File: config.mk
export PLATFORM = sky130hd
export DESIGN_NAME = fifo_tx_serializer
export DESIGN_NICKNAME = d
export VERILOG_FILES = /design/src/rtl/fifo_tx_serializer.sv
export SDC_FILE = /design/constraint.sdc
export NUM_CORES = 1
export LEC_CHECK = 0
export BUFFER_PORTS_ARGS = -buffer_cell sky130_fd_sc_hd__buf_2
export CORE_UTILIZATION = 50
export CTS_CLUSTER_SIZE = 40
export DETAILED_ROUTE_END_ITERATION = 10
export GPL_TIMING_DRIVEN = 0
export PLACE_DENSITY = 0.72
export SYNTH_ARGS = -nofsm -noshare
export SYNTH_HDL_FRONTEND = slang
export SYNTH_SLANG_ARGS = --single-unit
export TNS_END_PERCENT = 30
File: constraint.sdc
create_clock -name clk -period 2.34 [get_ports clk]
set_input_delay 0.117 -clock clk [delete_from_list [all_inputs] [get_ports clk]]
set_output_delay 0.117 -clock clk [all_outputs]
set_load 0.03 [all_outputs]
File: src/rtl/fifo_tx_serializer.sv
// fifo_tx_serializer: pops bytes from an upstream synchronous FIFO and shifts them out as
// async serial frames (start, 8 data LSB first, stop). Define TX_SERIALIZER_PARITY_EN for even parity.
module fifo_tx_serializer #(
    parameter int CLKS_PER_BIT = 16
) (
    input  logic       clk,
    input  logic       rst_n,
    input  logic       tx_en,
    input  logic       fifo_empty,
    input  logic [7:0] fifo_dout,
    output logic       fifo_rd,
    output logic       txd,
    output logic       busy
);

    localparam int            TW        = (CLKS_PER_BIT > 1) ? $clog2(CLKS_PER_BIT) : 1;
    localparam logic [TW-1:0] LAST_TICK = TW'(CLKS_PER_BIT - 1);

    typedef enum logic [2:0] {
        S_IDLE,
        S_FETCH,
        S_LOAD,
        S_START,
        S_DATA,
`ifdef TX_SERIALIZER_PARITY_EN
        S_PARITY,
`endif
        S_STOP
    } state_t;

    state_t          r_state;
    state_t          w_next_state;
    logic [TW-1:0]   r_timer;
    logic [2:0]      r_bit_idx;
    logic [7:0]      r_shift;
    logic            w_bit_done;
    logic            w_timed;
    logic            w_start_ok;
`ifdef TX_SERIALIZER_PARITY_EN
    logic            r_parity;
`endif

    assign w_bit_done = (r_timer == LAST_TICK);
    assign w_start_ok = tx_en && !fifo_empty;
    assign w_timed    = (r_state != S_IDLE) && (r_state != S_FETCH) && (r_state != S_LOAD);

    // NOTE: sequential state uses non-blocking (<=) so every flop samples pre-edge values.
    always_ff @(posedge clk or negedge rst_n) begin
        if (!rst_n) begin
            r_state <= S_IDLE;
        end else begin
            r_state <= w_next_state;
        end
    end

    // NOTE: next state is defaulted first so no path through the case infers a latch.
    always_comb begin
        w_next_state = r_state;
        case (r_state)
            S_IDLE:  if (w_start_ok) w_next_state = S_FETCH;
            S_FETCH: w_next_state = S_LOAD;
            S_LOAD:  w_next_state = S_START;
            S_START: if (w_bit_done) w_next_state = S_DATA;
            S_DATA: begin
                if (w_bit_done && (r_bit_idx == 3'd7)) begin
`ifdef TX_SERIALIZER_PARITY_EN
                    w_next_state = S_PARITY;
`else
                    w_next_state = S_STOP;
`endif
                end
            end
`ifdef TX_SERIALIZER_PARITY_EN
            S_PARITY: if (w_bit_done) w_next_state = S_STOP;
`endif
            S_STOP: begin
                if (w_bit_done) w_next_state = w_start_ok ? S_FETCH : S_IDLE;
            end
            default: w_next_state = S_IDLE;
        endcase
    end

    // Every timed state is left only when the bit ends, so clearing on bit end also
    // clears on entry; untimed states hold the timer at zero.
    always_ff @(posedge clk or negedge rst_n) begin
        if (!rst_n) begin
            r_timer <= '0;
        end else if (!w_timed || w_bit_done) begin
            r_timer <= '0;
        end else begin
            r_timer <= r_timer + 1'b1;
        end
    end

    // NOTE: the byte datapath is reset too, so a frame aborted by reset leaves nothing stale.
    always_ff @(posedge clk or negedge rst_n) begin
        if (!rst_n) begin
            r_shift   <= '0;
            r_bit_idx <= '0;
`ifdef TX_SERIALIZER_PARITY_EN
            r_parity  <= 1'b0;
`endif
        end else if (r_state == S_LOAD) begin
            r_shift   <= fifo_dout;
            r_bit_idx <= '0;
`ifdef TX_SERIALIZER_PARITY_EN
            r_parity  <= ^fifo_dout;
`endif
        end else if ((r_state == S_DATA) && w_bit_done) begin
            r_shift   <= {1'b0, r_shift[7:1]};
            r_bit_idx <= r_bit_idx + 3'd1;
        end
    end

    // Outputs decode registered state only; no input reaches an output combinationally.
    always_comb begin
        txd = 1'b1;
        case (r_state)
            S_START:  txd = 1'b0;
            S_DATA:   txd = r_shift[0];
`ifdef TX_SERIALIZER_PARITY_EN
            S_PARITY: txd = r_parity;
`endif
            default:  txd = 1'b1;
        endcase
    end

    assign fifo_rd = (r_state == S_FETCH);
    assign busy    = (r_state != S_IDLE);

endmodule
* Yosys cells after proc, flatten, opt, wreduce, memory -nomap -nowiden
Index checks and enable logic that the tools add are counted.
** Word-level totals
- Word-level logic and storage cells :: 43
- Output and inout bits :: 3
- Flip-flop bits (word level) :: 18
- Input port bits :: 12
** Operators by class
- Add/sub/neg operators :: 2
- Multiplexer cells :: 12
- Reductions and logical operators :: 12
- Eq/ne operators :: 13
** Operator list (count)
- 3-bit two-way mux :: 6
- 3-bit one-hot mux with 6 select lines :: 1
- 8-bit two-way mux :: 2
- 3-bit equality test (second input constant) :: 3
- 2-bit inequality test (second input constant) :: 4
- 3-bit by 2-bit equality test with 1-bit output (second input constant) :: 2
- 1-bit logical AND :: 5
- 4-bit by 1-bit adder with 4-bit output (second input constant) :: 1
- 4-bit equality test (second input constant) :: 1
- 4-bit two-way mux :: 1
- 4-bit AND reduction :: 1
- 3-bit by 1-bit adder with 3-bit output (second input constant) :: 1
- 3-bit by 1-bit equality test with 1-bit output (second input constant) :: 1
- 3-bit zero test :: 1
- 3-bit by 1-bit inequality test with 1-bit output (second input constant) :: 1
- 3-bit by 2-bit inequality test with 1-bit output (second input constant) :: 1
- 3-bit nonzero test :: 1
- 1-bit zero test :: 2
- 1-bit one-hot mux with 2 select lines :: 1
- 2-bit nonzero test :: 1
- 1-bit logical OR :: 1
- 1-bit two-way mux :: 1

* Depth between registers and ports, before layout
Gate-level depths: netlist (run 1).
- Word-level depth :: 6
- Depth in mapped cells :: 6

* Worst setup path after synthesis (run 1)
OpenSTA, ideal clock, no wires.
- Kind :: flip-flop to flip-flop
- Start point :: reg r_timer[0]
- End point :: reg r_shift[1]
- Period minus slack after synthesis :: 1.472 ns
- Data required time :: 2.209 ns
- Cell stages (with the launch flop) :: 7
- Arrival :: 1.341 ns
- Slack :: 0.868 ns
- Path through :: dfrtp_1 -> ha_1 -> and3_1 -> buf_2 -> buf_2 -> a32oi_1 -> o31ai_1
** On the way
- Word-level cells in the longest chain between the ends :: 3
** Ends and longest elaborated chain
- from (decl) :: line 33 : logic [TW-1:0] r_timer;
- from (signal assigned) :: line 91 : r_timer <= r_timer + 1'b1;
- 4-bit equality test :: line 43 : assign w_bit_done = (r_timer == LAST_TICK);
- 1-bit logical AND :: line 109 : end else if ((r_state == S_DATA) && w_bit_done) begin
- 2-bit nonzero test (no line)
- to (signal assigned) :: line 104 : r_shift <= fifo_dout;
- to (signal assigned) :: line 110 : r_shift <= {1'b0, r_shift[7:1]};
- to (decl) :: line 35 : logic [7:0] r_shift;
Every way passes these cells.
A chain may end at the register's enable or synchronous reset.

* Worst setup path after layout (run 1)
- Start point :: reg r_state[2]
- End point :: out txd
** On the way
- Word-level cells in the longest chain between the ends :: 2
** Ends and longest elaborated chain
- from (decl) :: line 31 : state_t r_state;
- from (signal assigned) :: line 52 : r_state <= w_next_state;
- 3-bit equality test or 3-bit by 2-bit equality test with 1-bit output (tied branches) :: line 118 : case (r_state)
- 1-bit one-hot mux with 2 select lines (*) :: line 118
- to (decl) :: line 12 : output logic txd,
Mark *: on every way between the ends. The rest lies on a longest branch, timed or not.

==> reports/metrics.yaml, run 1 <==
crit_fanout: 10
multi_input_area_um2: 438
drv_cap: 0
dieArea_um2: 2060
ff2ff_setup_slack_ns: 0.74
rows: 15
p_leak_nw: 0.501
placed_cells: 131
min_path_type: "input port to flip-flop"
grt_max_degree: 19
vias: 742
critPathArrivalTime_ns: 1.58
r2r-end: "r_shift[1]"
clockRootBuffer: "clkbuf_4"
drtAntennaViolNets: 0
ys_types: 34
ys_warn_count: 0
final_cell_count_no_fill: 135
drtIter0Drc: 15
clkTransAtPathRegs_ns: 0.10
syn_area_um2: 943
grt_pass1_wl_um: 3070
drive_above_1_share: 0.245
grt_pass1_vias: 693
htree_levels: 1
cts_made_buffers: 3
io_buffers: 14
wl_per_cell_um: 13.8
post-route-period-util: 0.726
track_usage: 0.213
syn-num-nets: 107
fin_setup_tns_ns: 0
die_w_um: 45.4
viasPerCell: 5.50
fin_crit_ns: 1.70
crit_slowest_cell: "or3b_1"
min_from: "fifo_dout[7]"
status: "finished, final reports clean"
whs_endpoint: "r_shift[7]"
num-fill-cells: 166
io_pins: 15
clock_latency_ns: 0.30
antenna_found_initial: 0
cp-start-kind: "flip-flop"
p_sw_frac: 0.231
power.switching_uw: 117
r2r_start: "r_timer[0]"
most-common-layout-cells: "dfrtp_1 (18), buf_2 (16), nand2_1 (11)"
slew_viol_final: 0
timing.fmax_mhz: 589
vdd_drop_max_uv: 323
synth_edf_count: 0
clock_path_buffers: 2
postCtsSetupRepairBufs: 0
firstDrtPassIters: 4
cts_num_sinks: 18
whs_ns: 0.0213
synth_seq_cells: 18
drt_wl_total_um: 1860
overflow: 0
cp-end-kind: "primary output"
critPathRequiredTime_ns: 2.22
dp_hpwl_um: 1320
p_seq_frac: 0.629
start_util: 0.541
intPower_uw: 391
rr_worst_depth: 6
maxSlewHeadroom: 0.728
combPwrFrac: 0.058
post_synth.cell_area_avg_um2: 10.3
syn_to_final_growth_pct: 14.2
critical_path_class: "flip-flop to primary output"
clockPowerShare: 0.313
path_cells: "buf_4, or3b_1, nor2_1, a31oi_1, buf_2"
worstMarginPinSlew_ns: 0.408
hold_violations: 0
gp_congestion: 0.748
drc_errors: 0
diodes: 0
synth-main-ff-cell: "dfrtp_1"
die_y_um: 45.4
p_per_area_nw_per_um2: 472
fin_nets: 127
core_um2: 1750
finClkSkew_ns: 0.00429
synthArstFlopShare: 1.00
postSynthCellCount: 92
holdPathStages: 3
seq_area_frac_synth: 0.477
rsz0062_at_grt: "false"
final_common_cell: "dfrtp_1"
final-seq-area_um2: 450
critPathMaxStageDelay_ns: 0.44
cts_tree: "yes"
setup_viol: 0
==> metrics by stage <==
| stage | worst slack (ns) | area [um^2] | total power, mW | util |
|---|---|---|---|---|
| 2_1_floorplan | 0.868 | 943 | 0.337 | - |
| 3_3_place_gp | 0.767 | 1040 | 0.354 | 0.599 |
| 3_5_place_dp | 0.758 | 1040 | 0.355 | 0.599 |
| 4_1_cts | 0.642 | 1080 | 0.512 | 0.617 |
| 5_1_grt | 0.576 | 1080 | 0.522 | 0.617 |
| 6_report | 0.641 | 1080 | 0.509 | 0.617 |
==> how the worst max path moves through the flow <==
stage	start	to	cells past startpoint
floorplan	r_timer[0]	r_shift[1]	6
global placement	r_timer[0]	r_shift[1]	6
detailed placement	r_timer[0]	r_shift[1]	6
CTS	r_state[2]	txd	5
global route	r_state[2]	txd	5
finish	r_state[2]	txd	5
==> layout make-up <==
cell class              instances  share of cell area
multi-input cells              65               0.407
clock buffers                   3              0.0209
plain buffers                   6              0.0407
well taps                      25              0.0290
flip-flops and latches         18               0.418
repair buffers                 15              0.0743
inverters                       3              0.0105
==> state kept, by name (all words and copies together), names as in the netlist <==
name / flops
r_timer: 4
r_state: 3
r_shift: 8
r_bit_idx: 3
==> synthesized netlist by cell type, drive strengths merged (3+ instances only) <==
cell   instances  area share
a21oi          3       0.020
and3           4       0.027
buf            5       0.042
o21ai          4       0.021
nand2         11       0.044
nor3           3       0.016
ha             3       0.040
dfrtp         18        0.48
inv            3       0.012
nand3          7       0.037
nor2           6       0.032
nor3b          4       0.056
==> worst max-delay path: cells and delay by family, from the launching register on <==
kind,cells,cell delay (ns)
simple gates,2,0.56
compound gates,1,0.04
buf+inv,2,0.34
flops,1,0.34
==> repair_timing <==
action	CTS	global route
hold endpoints to repair	18	0
resized for setup	0	0
endpoints found under the setup margin	0	0
hold buffers	1	0
==> per-layer routing <==
layer	up-vias	part of all wire	global-route usage	routed length, um
met2	13	0.47	0.349	875
met5	-	0	0	0
met1	355	0.48	0.269	887
met4	0	0.026	0.109	48
met3	4	0.028	0.0357	52
li1	370	-	-	-
==> kinds of logic (layout without fill, tap and decap cells) <==
family | Yosys count | count (layout) | synth area share
mux | 1 | 1 | 0.0119
xor+xnor | 2 | 2 | 0.0186
flops | 18 | 18 | 0.477
buf+inv | 9 | 27 | 0.0584
simple gates | 39 | 39 | 0.243
compound gates | 20 | 20 | 0.151
fa+ha+maj | 3 | 3 | 0.0398
==> power by group through the flow <==
| stage | clock, mW | combinational (mW) | sequential (mW) |
|---|---|---|---|
| finish | 0.159 | 0.0296 | 0.320 |
| global route | 0.168 | 0.0335 | 0.321 |
| CTS | 0.162 | 0.0304 | 0.320 |
| detailed placement | 0 | 0.0289 | 0.326 |
| global placement | 0 | 0.0280 | 0.326 |
| floorplan | 0 | 0.0117 | 0.325 |
No activity file was read; power rests on OpenSTA's default activity.
==> run 2, diff against run 1 <==
- CORE_UTILIZATION: 50 -> 48
- clock period: 2.34 -> 1.5 ns (I/O delays scaled with it)
==> run 2 against run 1 <==
Effect of this change:
- the flow now finishes with violations (setup timing)
- combinational power increased by 67%
- non-clock buffer count increased by 11
- cell count increased by 8.9%
- global-route usage decreased by 0.76 points
- die area increased by 4.0%
- via count increased by 6.2%
- design area increased by 14%
- setup slack got worse by 0.66 ns
- critical path type unchanged
- largest cell class unchanged
==> reports/metrics.yaml, run 2 (synthesized netlist as in run 1, its figures left out) <==
firstDrtPassIters: 4  # unchanged
fin_nets: 138  # +8.7%
setup_viol: 1  # +1
overflow: 0  # unchanged
worstMarginPinSlew_ns: 0.399  # -0.00824 ns
vias: 788  # +6.2%
grt_pass1_wl_um: 3130  # +2.0%
die_y_um: 46.3  # +2.0%
cts_num_sinks: 18  # unchanged
clockPowerShare: 0.351  # +0.038
drc_errors: 0  # unchanged
finClkSkew_ns: 0.0110  # +0.00669 ns
total_power_uw: 845  # +66%
cts_made_buffers: 3  # unchanged
final_common_cell: "dfrtp_1"
rsz0062_at_grt: "true"
largest_register_ffs: 8  # unchanged
intPower_uw: 667  # +71%
combPwrFrac: 0.058  # about the same
setup_ws_ns: -0.0175  # -0.658 ns
drive_above_1_share: 0.352  # +0.107
drv_cap: 0  # unchanged
drt_wl_total_um: 2000  # +7.4%
gp_congestion: 0.725  # -3.1%
io_buffers: 14  # unchanged
final_util: 0.686  # +0.0691
most-common-layout-cells: "dfrtp_1 (18), buf_4 (12), buf_2 (12)"
syn_to_final_growth_pct: 29.7
p_sw_frac: 0.210  # -0.0206
diodes: 0  # unchanged
slew_viol_final: 0  # unchanged
power.switching_uw: 177  # +51%
hold_violations: 0  # unchanged
track_usage: 0.205  # -0.00758
top_register: "r_shift"
p_seq_frac: 0.591  # -0.038
critPathRequiredTime_ns: 1.42  # -0.80 ns
ff2ff_setup_slack_ns: 0.02  # -0.72 ns
cts_tree: "yes"
p_per_area_nw_per_um2: 690  # +46%
io_pins: 15  # unchanged
core_um2: 1780  # +2.2%
critical_path_class: "flip-flop to primary output"
min_path_type: "input port to flip-flop"
post-route-period-util: 1.01
antenna_found_initial: 0  # unchanged
grt_pass1_vias: 715  # +3.2%
grt_max_degree: 19  # unchanged
critPathArrivalTime_ns: 1.44  # -0.14 ns
clockRootBuffer: "clkbuf_4"
p_leak_nw: 0.577  # +15%
clock_latency_ns: 0.29  # about the same
timing.fmax_mhz: 659
dp_hpwl_um: 1320  # -0.25%
drtIter0Drc: 16  # +1
status: "complete, but fails checks"
maxSlewHeadroom: 0.734  # +0.00579
vdd_drop_max_uv: 694  # +110%
clock_path_buffers: 2  # unchanged
start_util: 0.529  # -0.0114
viasPerCell: 5.36  # -2.5%
drtAntennaViolNets: 0  # unchanged
rows: 15  # unchanged
cp-end-kind: "primary output"
clkTransAtPathRegs_ns: 0.11  # about the same
wl_per_cell_um: 13.6  # -1.4%
cp-start-kind: "flip-flop"
htree_levels: 1  # unchanged
dieArea_um2: 2150  # +4.0%
reg_top3: "r_shift: 8 flops, r_timer: 4 flops"
violations: "setup timing"
die_w_um: 46.3  # +2.0%
crit_fanout: 4  # -6
fin_crit_ns: 1.52
-- run 2: final cells by class --
class | count | area, um^2
fill | 130 | 559
sequential | 18 | 450
multi-input combinational | 65 | 448
timing repair buffer | 27 | 194
buffer | 5 | 52.6
clock buffer | 4 | 36.3
tap | 25 | 31.3
inverter | 3 | 11.3
-- run 2: worst max-delay path: stages, from the launching register on --
cell	delay, ns
dfrtp_1	0.35
buf_6	0.11
or3b_4	0.38
nor2_2	0.08
a31oi_1	0.05
buf_4	0.17
-- run 2: through the flow --
step | setup WS (ns) | instances | TNS, ns | hold slack (ns) | instance area, um^2
2_1_floorplan | 0.0282 | 92 | 0 | -0.221 | 943
3_3_place_gp | -0.0769 | 131 | -0.163 | 0.0320 | 1040
3_5_place_dp | -0.101 | 131 | -0.306 | 0.0305 | 1040
4_1_cts | -0.0139 | 148 | -0.0139 | 0.00897 | 1210
5_1_grt | -0.0825 | 147 | -0.160 | 0.0230 | 1220
6_report | -0.0175 | 147 | -0.0175 | 0.0109 | 1220
-- run 2: final timing paths --
path                               from            to  cells past startpoint
max reg2reg                  r_state[1]    r_shift[3]                      5
max                          r_state[2]           txd                      5
max in group asynchronous         rst_n    r_shift[1]                      2
min                        fifo_dout[7]    r_shift[7]                      3
min in group asynchronous         rst_n  r_bit_idx[1]                      2
min reg2reg                  r_shift[3]    r_shift[3]                      1
-- run 2: per-layer routing --
metal	GRT usage	wire (um)
met5	0	0
met4	0.0529	12
met3	0.0235	33
met2	0.347	1040
met1	0.275	915
-- run 2: power groups by stage --
stage / sequential (mW) / combinational [mW] / clock, mW
after CTS: 0.499 / 0.0501 / 0.300
after global routing: 0.500 / 0.0565 / 0.326
after detailed placement: 0.508 / 0.0449 / 0
after floorplan: 0.507 / 0.0183 / 0
final: 0.499 / 0.0493 / 0.297
after global placement: 0.508 / 0.0440 / 0
-- run 2: what timing repair did --
item,4_1_cts,5_1_grt
hold endpoints to repair,19,0
setup buffers,11,0
hold buffers,2,0
cloned,0,0
pin swaps,3,2
endpoints found under the setup margin,11,13
gates resized for setup,6,5
